**config.mk**
```make
export PLATFORM = sky130hd
export DESIGN_NAME = lsh_sequencer
export DESIGN_NICKNAME = d
export VERILOG_FILES = /design/src/rtl/lsh_sequencer.sv
export SDC_FILE = /design/constraint.sdc
export NUM_CORES = 1
export LEC_CHECK = 0
export ABC_CLOCK_PERIOD_IN_PS = 29300
export CORE_UTILIZATION = 52
export CTS_CLUSTER_DIAMETER = 80
export DETAILED_ROUTE_END_ITERATION = 8
export PLACE_DENSITY_LB_ADDON = 0.2
export SYNTH_ARGS = -nofsm -noshare
export SYNTH_HDL_FRONTEND = slang
export SYNTH_SLANG_ARGS = --single-unit
```
**constraint.sdc**
```tcl
create_clock -name clk -period 29.3 [get_ports clk]
set_clock_uncertainty 0.1 [all_clocks]
set_input_delay 5.86 -clock clk [delete_from_list [all_inputs] [get_ports clk]]
set_output_delay 5.86 -clock clk [all_outputs]
set_load 0.05 [all_outputs]
```
**src/rtl/lsh_sequencer.sv**
```systemverilog
// Stream controller for the LSH datapath: builds overlapping symbol windows and sequences hasher, hash table and stats.
// Optional hash watchdog is compiled in with the LSH_SEQ_TIMEOUT_EN macro.
module lsh_sequencer #(
  parameter int WINDOW_SIZE              = 128,
  parameter int KMER_SIZE                = 16,
  parameter int MAX_WINDOWS_IN_REFERENCE = 512,
  parameter int PULSE_CYCLES             = 2,
  parameter int HASH_TIMEOUT             = 4096
) (
  input  logic                     clk,
  input  logic                     reset_lsh_sequencer,
  input  logic                     start,
  input  logic                     is_reference_mode,
  input  logic                     sym_valid,
  input  logic [1:0]               sym_data,
  input  logic                     sym_last,
  output logic                     sym_ready,
  output logic [2*WINDOW_SIZE-1:0] window,
  output logic                     ready_for_hashing,
  input  logic                     hashing_is_done,
  output logic                     reset_window_hasher,
  output logic                     reset_stats,
  output logic                     is_insert,
  output logic                     is_query,
  output logic [31:0]              window_id,
  output logic                     calculate_matched_window,
  input  logic signed [31:0]       matched_window_id,
  output logic signed [31:0]       result_id,
  output logic                     done,
  output logic                     overflow,
  output logic                     hash_timeout
);
  localparam int STEP = WINDOW_SIZE - KMER_SIZE + 1;
  localparam int FW   = $clog2(WINDOW_SIZE + 1);
  localparam int PW   = $clog2(PULSE_CYCLES + 1);
  localparam logic [FW-1:0] NEED_FIRST = FW'(WINDOW_SIZE);
  localparam logic [FW-1:0] NEED_STEP  = FW'(STEP);

  typedef enum logic [2:0] {IDLE, START_RST, FILL, HASH, COMMIT, HRST, FINISH, DONE} state_t;
  state_t state, state_nx;

  logic          ref_mode, first_win, last_win;
  logic [FW-1:0] fcnt, fcnt_inc, need;
  logic [PW-1:0] pcnt;
  logic          pulse_end, accept, win_full, skip, hash_to;

  assign pulse_end = (pcnt == PW'(PULSE_CYCLES - 1));
  assign accept    = (state == FILL) && sym_valid;
  assign need      = first_win ? NEED_FIRST : NEED_STEP;
  assign fcnt_inc  = fcnt + 1'b1;
  assign win_full  = accept && (fcnt_inc == need);
  // Once the reference table is full, completed windows are dropped while the stream drains.
  assign skip      = ref_mode && (overflow || window_id == 32'(MAX_WINDOWS_IN_REFERENCE));

`ifdef LSH_SEQ_TIMEOUT_EN
  localparam int TW = $clog2(HASH_TIMEOUT + 1);
  logic [TW-1:0] tcnt;
  logic          to_flag;

  assign hash_to      = (state == HASH) && !hashing_is_done && (tcnt == TW'(HASH_TIMEOUT - 1));
  assign hash_timeout = to_flag;

  always_ff @(posedge clk or posedge reset_lsh_sequencer) begin
    if (reset_lsh_sequencer) begin
      tcnt    <= '0;
      to_flag <= 1'b0;
    end else begin
      tcnt <= (state == HASH) ? tcnt + 1'b1 : '0;
      if (state == IDLE && start) to_flag <= 1'b0;
      else if (hash_to)           to_flag <= 1'b1;
    end
  end
`else
  logic unused_timeout;
  assign unused_timeout = |HASH_TIMEOUT;
  assign hash_to        = 1'b0;
  assign hash_timeout   = 1'b0;
`endif

  always_comb begin
    state_nx                 = state;
    sym_ready                = 1'b0;
    ready_for_hashing        = 1'b0;
    reset_window_hasher      = 1'b0;
    reset_stats              = 1'b0;
    is_insert                = 1'b0;
    is_query                 = 1'b0;
    calculate_matched_window = 1'b0;
    done                     = 1'b0;
    case (state)
      IDLE: if (start) state_nx = START_RST;
      START_RST: begin
        reset_window_hasher = 1'b1;
        reset_stats         = 1'b1;
        if (pulse_end) state_nx = FILL;
      end
      FILL: begin
        sym_ready = 1'b1;
        if (accept) begin
          if (win_full && !skip) state_nx = HASH;
          else if (sym_last)     state_nx = FINISH;
        end
      end
      HASH: begin
        ready_for_hashing = 1'b1;
        if (hashing_is_done) state_nx = COMMIT;
        else if (hash_to)    state_nx = FINISH;
      end
      COMMIT: begin
        is_insert = ref_mode;
        is_query  = !ref_mode;
        if (pulse_end) state_nx = last_win ? FINISH : HRST;
      end
      HRST: begin
        reset_window_hasher = 1'b1;
        if (pulse_end) state_nx = FILL;
      end
      FINISH: begin
        calculate_matched_window = !ref_mode && !hash_timeout;
        if (ref_mode || hash_timeout || pulse_end) state_nx = DONE;
      end
      DONE: begin
        done     = 1'b1;
        state_nx = IDLE;
      end
      default: state_nx = IDLE;
    endcase
  end

  always_ff @(posedge clk or posedge reset_lsh_sequencer) begin
    if (reset_lsh_sequencer) begin
      state     <= IDLE;
      window    <= '0;
      window_id <= '0;
      ref_mode  <= 1'b0;
      first_win <= 1'b1;
      last_win  <= 1'b0;
      fcnt      <= '0;
      pcnt      <= '0;
      result_id <= -32'sd1;
      overflow  <= 1'b0;
    end else begin
      state <= state_nx;
      // pcnt times every pulse state; it restarts on each state change.
      pcnt  <= (state_nx != state) ? '0 : pcnt + 1'b1;
      case (state)
        IDLE: if (start) begin
          ref_mode  <= is_reference_mode;
          window_id <= '0;
          overflow  <= 1'b0;
          result_id <= -32'sd1;
          first_win <= 1'b1;
          last_win  <= 1'b0;
          fcnt      <= '0;
        end
        FILL: if (accept) begin
          window <= {sym_data, window[2*WINDOW_SIZE-1:2]};
          fcnt   <= win_full ? '0 : fcnt_inc;
          if (win_full) begin
            first_win <= 1'b0;
            last_win  <= sym_last;
            if (skip) overflow <= 1'b1;
          end
        end
        COMMIT: if (pulse_end) window_id <= window_id + 32'd1;
        FINISH: if (!ref_mode && !hash_timeout && pulse_end) result_id <= matched_window_id;
        default: ;
      endcase
    end
  end
endmodule

```
After elaboration in Yosys (flattened, before gate mapping)
Cells that the tools add are included.

Register bits: 337. Latch bits: 0. RAM bits: 0. Bits in read-only memories: 0. Input bits: 41. Output and inout bits: 330. Word-level logic and storage cells: 93. Memories: 0.

Add/subtract/negate cells: 3. Multiply operators: 0. Div/mod/pow operators: 0. Magnitude comparators: 0. Eq/ne operators: 17. Shift operators: 0. Mux-type cells: 42. Bitwise gates (word level): 0. Reduce and logical (&&, ||, !) cells: 21.

Operator list (count): $mux W32 (4); $pmux W32 S2 (2); $add A32 B1 Y32 const B (1); $eq A32 B10 Y1 const B (1); $mux W8 (4); $mux W3 (8); $pmux W3 S7 (1); $mux W1 (17); $pmux W8 S2 (1); $eq A3 B3 Y1 const B (4); $ne A2 B2 Y1 const B (6); $reduce_and A3 Y1 (3); $add A8 B1 Y8 const B (1); $eq A8 B8 Y1 (1); $eq A3 B2 Y1 const B (2); $pmux W1 S2 (3); $reduce_bool A2 Y1 (3); $logic_and A1 B1 Y1 (5); $reduce_and A5 Y1 (1); $mux W2 (2); $reduce_and A2 Y1 (2); $reduce_and A4 Y1 (1); $eq A3 B1 Y1 const B (1); $logic_not A3 Y1 (1); other kinds (6) (8).

Longest topological paths before layout
Depth after elaboration: 10. Gate-level depth with buffers: 10. Mapped depth without buffers: 8.

Worst setup path before layout
OpenSTA, ideal clock, no wires.

Path kind: reg2out. Start point: reg state[1]. End point: out ready_for_hashing. Data arrival time: 1.930 ns. Data required time: 23.340 ns. Setup slack: 21.410 ns. Stages on the path, launching flop included: 3. Path buffers: 1. Path through: dfrtp_1 > clkbuf_1 > nor3b_1.

Cells in the longest elaborated chain, start to end: 2.

RTL lines: start: declaration (line 40) `state_t state, state_nx;`; start signal: assignment (line 143) `state <= state_nx;`; $eq A3 B2 Y1 (line 90) `case (state)`; $mux W1 (line 90); end: declaration (line 19) `output logic ready_for_hashing,`.

No other way between the ends.

Final worst setup path
Start point: in sym_valid. End point: reg window[207].

Cells in the longest elaborated chain, start to end: 2.

RTL lines: start: declaration (line 14) `input logic sym_valid,`; $logic_and A1 B1 Y1 (line 48) `assign accept = (state == FILL) && sym_valid;`; $reduce_and A2 Y1 (no line); end signal: assignment (line 157) `window <= {sym_data, window[2*WINDOW_SIZE-1:2]};`; end: declaration (line 18) `output logic [2*WINDOW_SIZE-1:0] window,`.

No other way between the ends. A chain may end at the register's enable or synchronous reset.

==> impl_metrics.ini <==
[setup_path]
max_stage_delay_ps = 850
cp_common_cell = buf_4
startpoint_type = input pin
rr_endpoint = window[207]
reg2reg_from = state[2]
worstPathMaxFanout = 77
crit_path_top_delay_cell = buf_4
reg2regPathDepth = 6
path_cells = clkdlybuf4s50_1 -> and2_4 -> buf_4 -> buf_4 -> mux2_2
crit_arrival_ps = 8930
worstPathRequired_ps = 29590
critical_path_class = input pin to flip-flop
end_kind = flip-flop
rrSetupSlack_ps = 25230

[run]
drv_cap = 0

[layout]
final_area_um2 = 18800
multi_input_area_um2 = 4940
nets = 1420
area_growth_syn_to_layout_pct = 36.3
stdcell_count = 1735
nFillCells = 1813
diodes = 0
register_area_um2 = 8470
drive_gt1_share_pct = 11.5
final_util_pct = 72.1

[sta]
max-slew-margin-rel_pct = 30.5
slew_viol_final = 0
finalHoldWorstSlack_ps = 354
worst_slew_pin_slew_ps = 1040
setup_slack_ps = 20670
period_minus_slack_ps = 8630
finalSetupViolCount = 0
period_share_pct = 29.5
tns_ps = 0
rsz0062_at_grt = no
fmax_ghz = 0.116
hold_viol_final = 0

[pwr]
power_leakage_nw = 8.88
power.total_mw = 1.19
power_density_nw_per_um2 = 63.5
ir_drop_v = 0.0000610

[placement]
dp.cells = 1672
portBuffers = 369
gp_congestion = 0.820
dp_slack_ps = 20120
dp_hpwl_um = 21500
placed_area_um2 = 17600

[die]
die_h_um = 165
num_rows = 59
dieArea_um2 = 27100
die_w_um = 165
start_util_pct = 52.9
ioPinCount = 371
coreArea_um2 = 26100

[global_route]
grt_max_degree = 97
grt_use_met3_pct = 8.61
grt_pass1_wl_um = 49100
grt_overflow = 0
busiest_layer = met2
use_met1_pct = 27.6
grt_pass1_vias = 9109
use_met2_pct = 37.7
antenna_found_initial = 0
grtUsageTotal_pct = 23.1

[clock_network]
cts_post_setup_buffers_inserted = 0
cts_buffers = 36
postCtsResizedCells = 0
cts_root_buf = clkbuf_16
clock-sinks = 337
cts_tree = built
clock_path_buffers = 3
clkLatencyLatePin_ps = 520
cts.clk_slew.worst_paths_ps = 60
hold_buffers = 0
ctsHtreeMaxLevel = 2

[yosys]
synth.avg_cell_area_um2 = 13.5
synth_flop_cell = dfrtp_1
synth_area_um2 = 13800
syn-num-nets = 1064
synthArstFlopShare_pct = 100
synth_edf_count = 0
yosysSeqAreaShare_pct = 61.5
synth-seq-cells = 337
netlist_instances = 1019
synth_cell_types = 63
yosysWarningCount = 0

[routing]
route.antenna.remaining_nets = 0
wire_per_inst_um = 18.1
drtIter0Drc = 585
firstDrtPassIters = 4
drc = 0
vias = 9231
routed_wl_um = 31400
vias_per_cell = 5.32

[status]
outcome = finished, final reports clean

[worst_hold_path]
min_delay_worst_endpoint = pcnt[0]
holdCritStartpoint = pcnt[0]
min_path_type = flip-flop to flip-flop
whs_path_depth = 1
==> cell type report <==
| type | instances | share of cell area (%) |
|---|---|---|
| inverter | 10 | 0.240 |
| clock inverter | 12 | 0.633 |
| clock buffer | 51 | 5.42 |
| sequential | 337 | 45.1 |
| timing repair buffer | 378 | 20.0 |
| multi-input combinational | 612 | 26.3 |
| tap | 335 | 2.23 |
==> logic make-up (layout without fill, tap and decap cells) <==
kind of cell	Yosys count	count (layout)	synth area share, %
compound gates	90	90	3.99
flops	337	337	61.5
other cells	1	1	0.0272
buf+inv	70	451	2.69
simple gates	232	232	8.60
mux	259	259	21.2
xor+xnor	26	26	1.65
fa+ha+maj	4	4	0.363
==> flip-flops by register name, summed over array words and instances, names as in the netlist <==
signal / flops
state: 3
last_win: 1
window: 256
result_id: 32
fcnt: 8
pcnt: 2
overflow: 1
window_id: 32
ref_mode: 1
first_win: 1
==> worst max-delay path: cells and delay by family <==
| kind | cells | cell delay (ps) |
|---|---|---|
| buffers and inverters | 3 | 2000 |
| muxes | 1 | 420 |
| and+or+nand+nor | 1 | 580 |
==> worst max path at each step <==
stage                        startpoint           to  slack [ps]  depth (start not counted)
finish                        sym_valid  window[207]       20670                          5
global route                  sym_valid  window[207]       20470                          5
CTS                           sym_valid  window[207]       20650                          5
detailed placement            sym_valid  window[221]       20120                          5
global placement              sym_valid  window[251]       20130                          5
floorplan           reset_lsh_sequencer      fcnt[0]       14060                          1
==> synthesized netlist by cell type (3+ instances only) <==
master	instances	area share [%]
and4_1	6	0.38
nand2_1	29	0.79
or3_1	6	0.27
mux2_2	51	4.2
dfstp_2	33	6.3
o21ai_1	4	0.15
ha_1	4	0.36
and3_1	13	0.59
xor2_1	22	1.4
nor3_1	9	0.33
nand3_1	22	0.80
nand2b_1	5	0.23
o211ai_1	3	0.16
o31ai_1	3	0.16
clkbuf_1	20	0.54
inv_1	9	0.25
and2_1	5	0.23
buf_4	23	1.3
nor4_1	6	0.27
a31oi_1	3	0.14
nor3b_1	4	0.22
buf_2	17	0.62
xnor2_1	4	0.25
dfrtp_1	304	55
o21ai_0	18	0.65
a21oi_1	40	1.5
mux2_1	207	17
nand4_1	11	0.50
nor2_1	97	2.6
==> cell usage in the layout (no fill, tap or decap), drive strengths merged, types with 7 or more instances in the layout <==
cell | Yosys | routed
inv | 10 | 13
clkinv | 0 | 7
buf | 40 | 9
clkbuf | 20 | 51
and3 | 13 | 13
dfrtp | 304 | 304
clkdlybuf4s50 | 0 | 369
mux2 | 258 | 258
o21ai | 23 | 23
a21oi | 41 | 41
nor2 | 99 | 99
nand2 | 29 | 29
xor2 | 22 | 22
nand3 | 22 | 22
nand4 | 12 | 12
nor3 | 11 | 11
dfstp | 33 | 33
==> routing by layer <==
metal	vias up	share of wire, %
met5	-	0
met4	0	3.2
met3	64	8.6
met2	270	49
met1	4601	39
li1	4296	-
==> power breakdown <==
part | leakage (nW) | internal, mW | switching (mW)
Sequential | 4.58 | 0.493 | 0.0238
Clock | 0.561 | 0.253 | 0.182
Combinational | 3.74 | 0.0801 | 0.160
No activity file was read; power rests on OpenSTA's default activity.
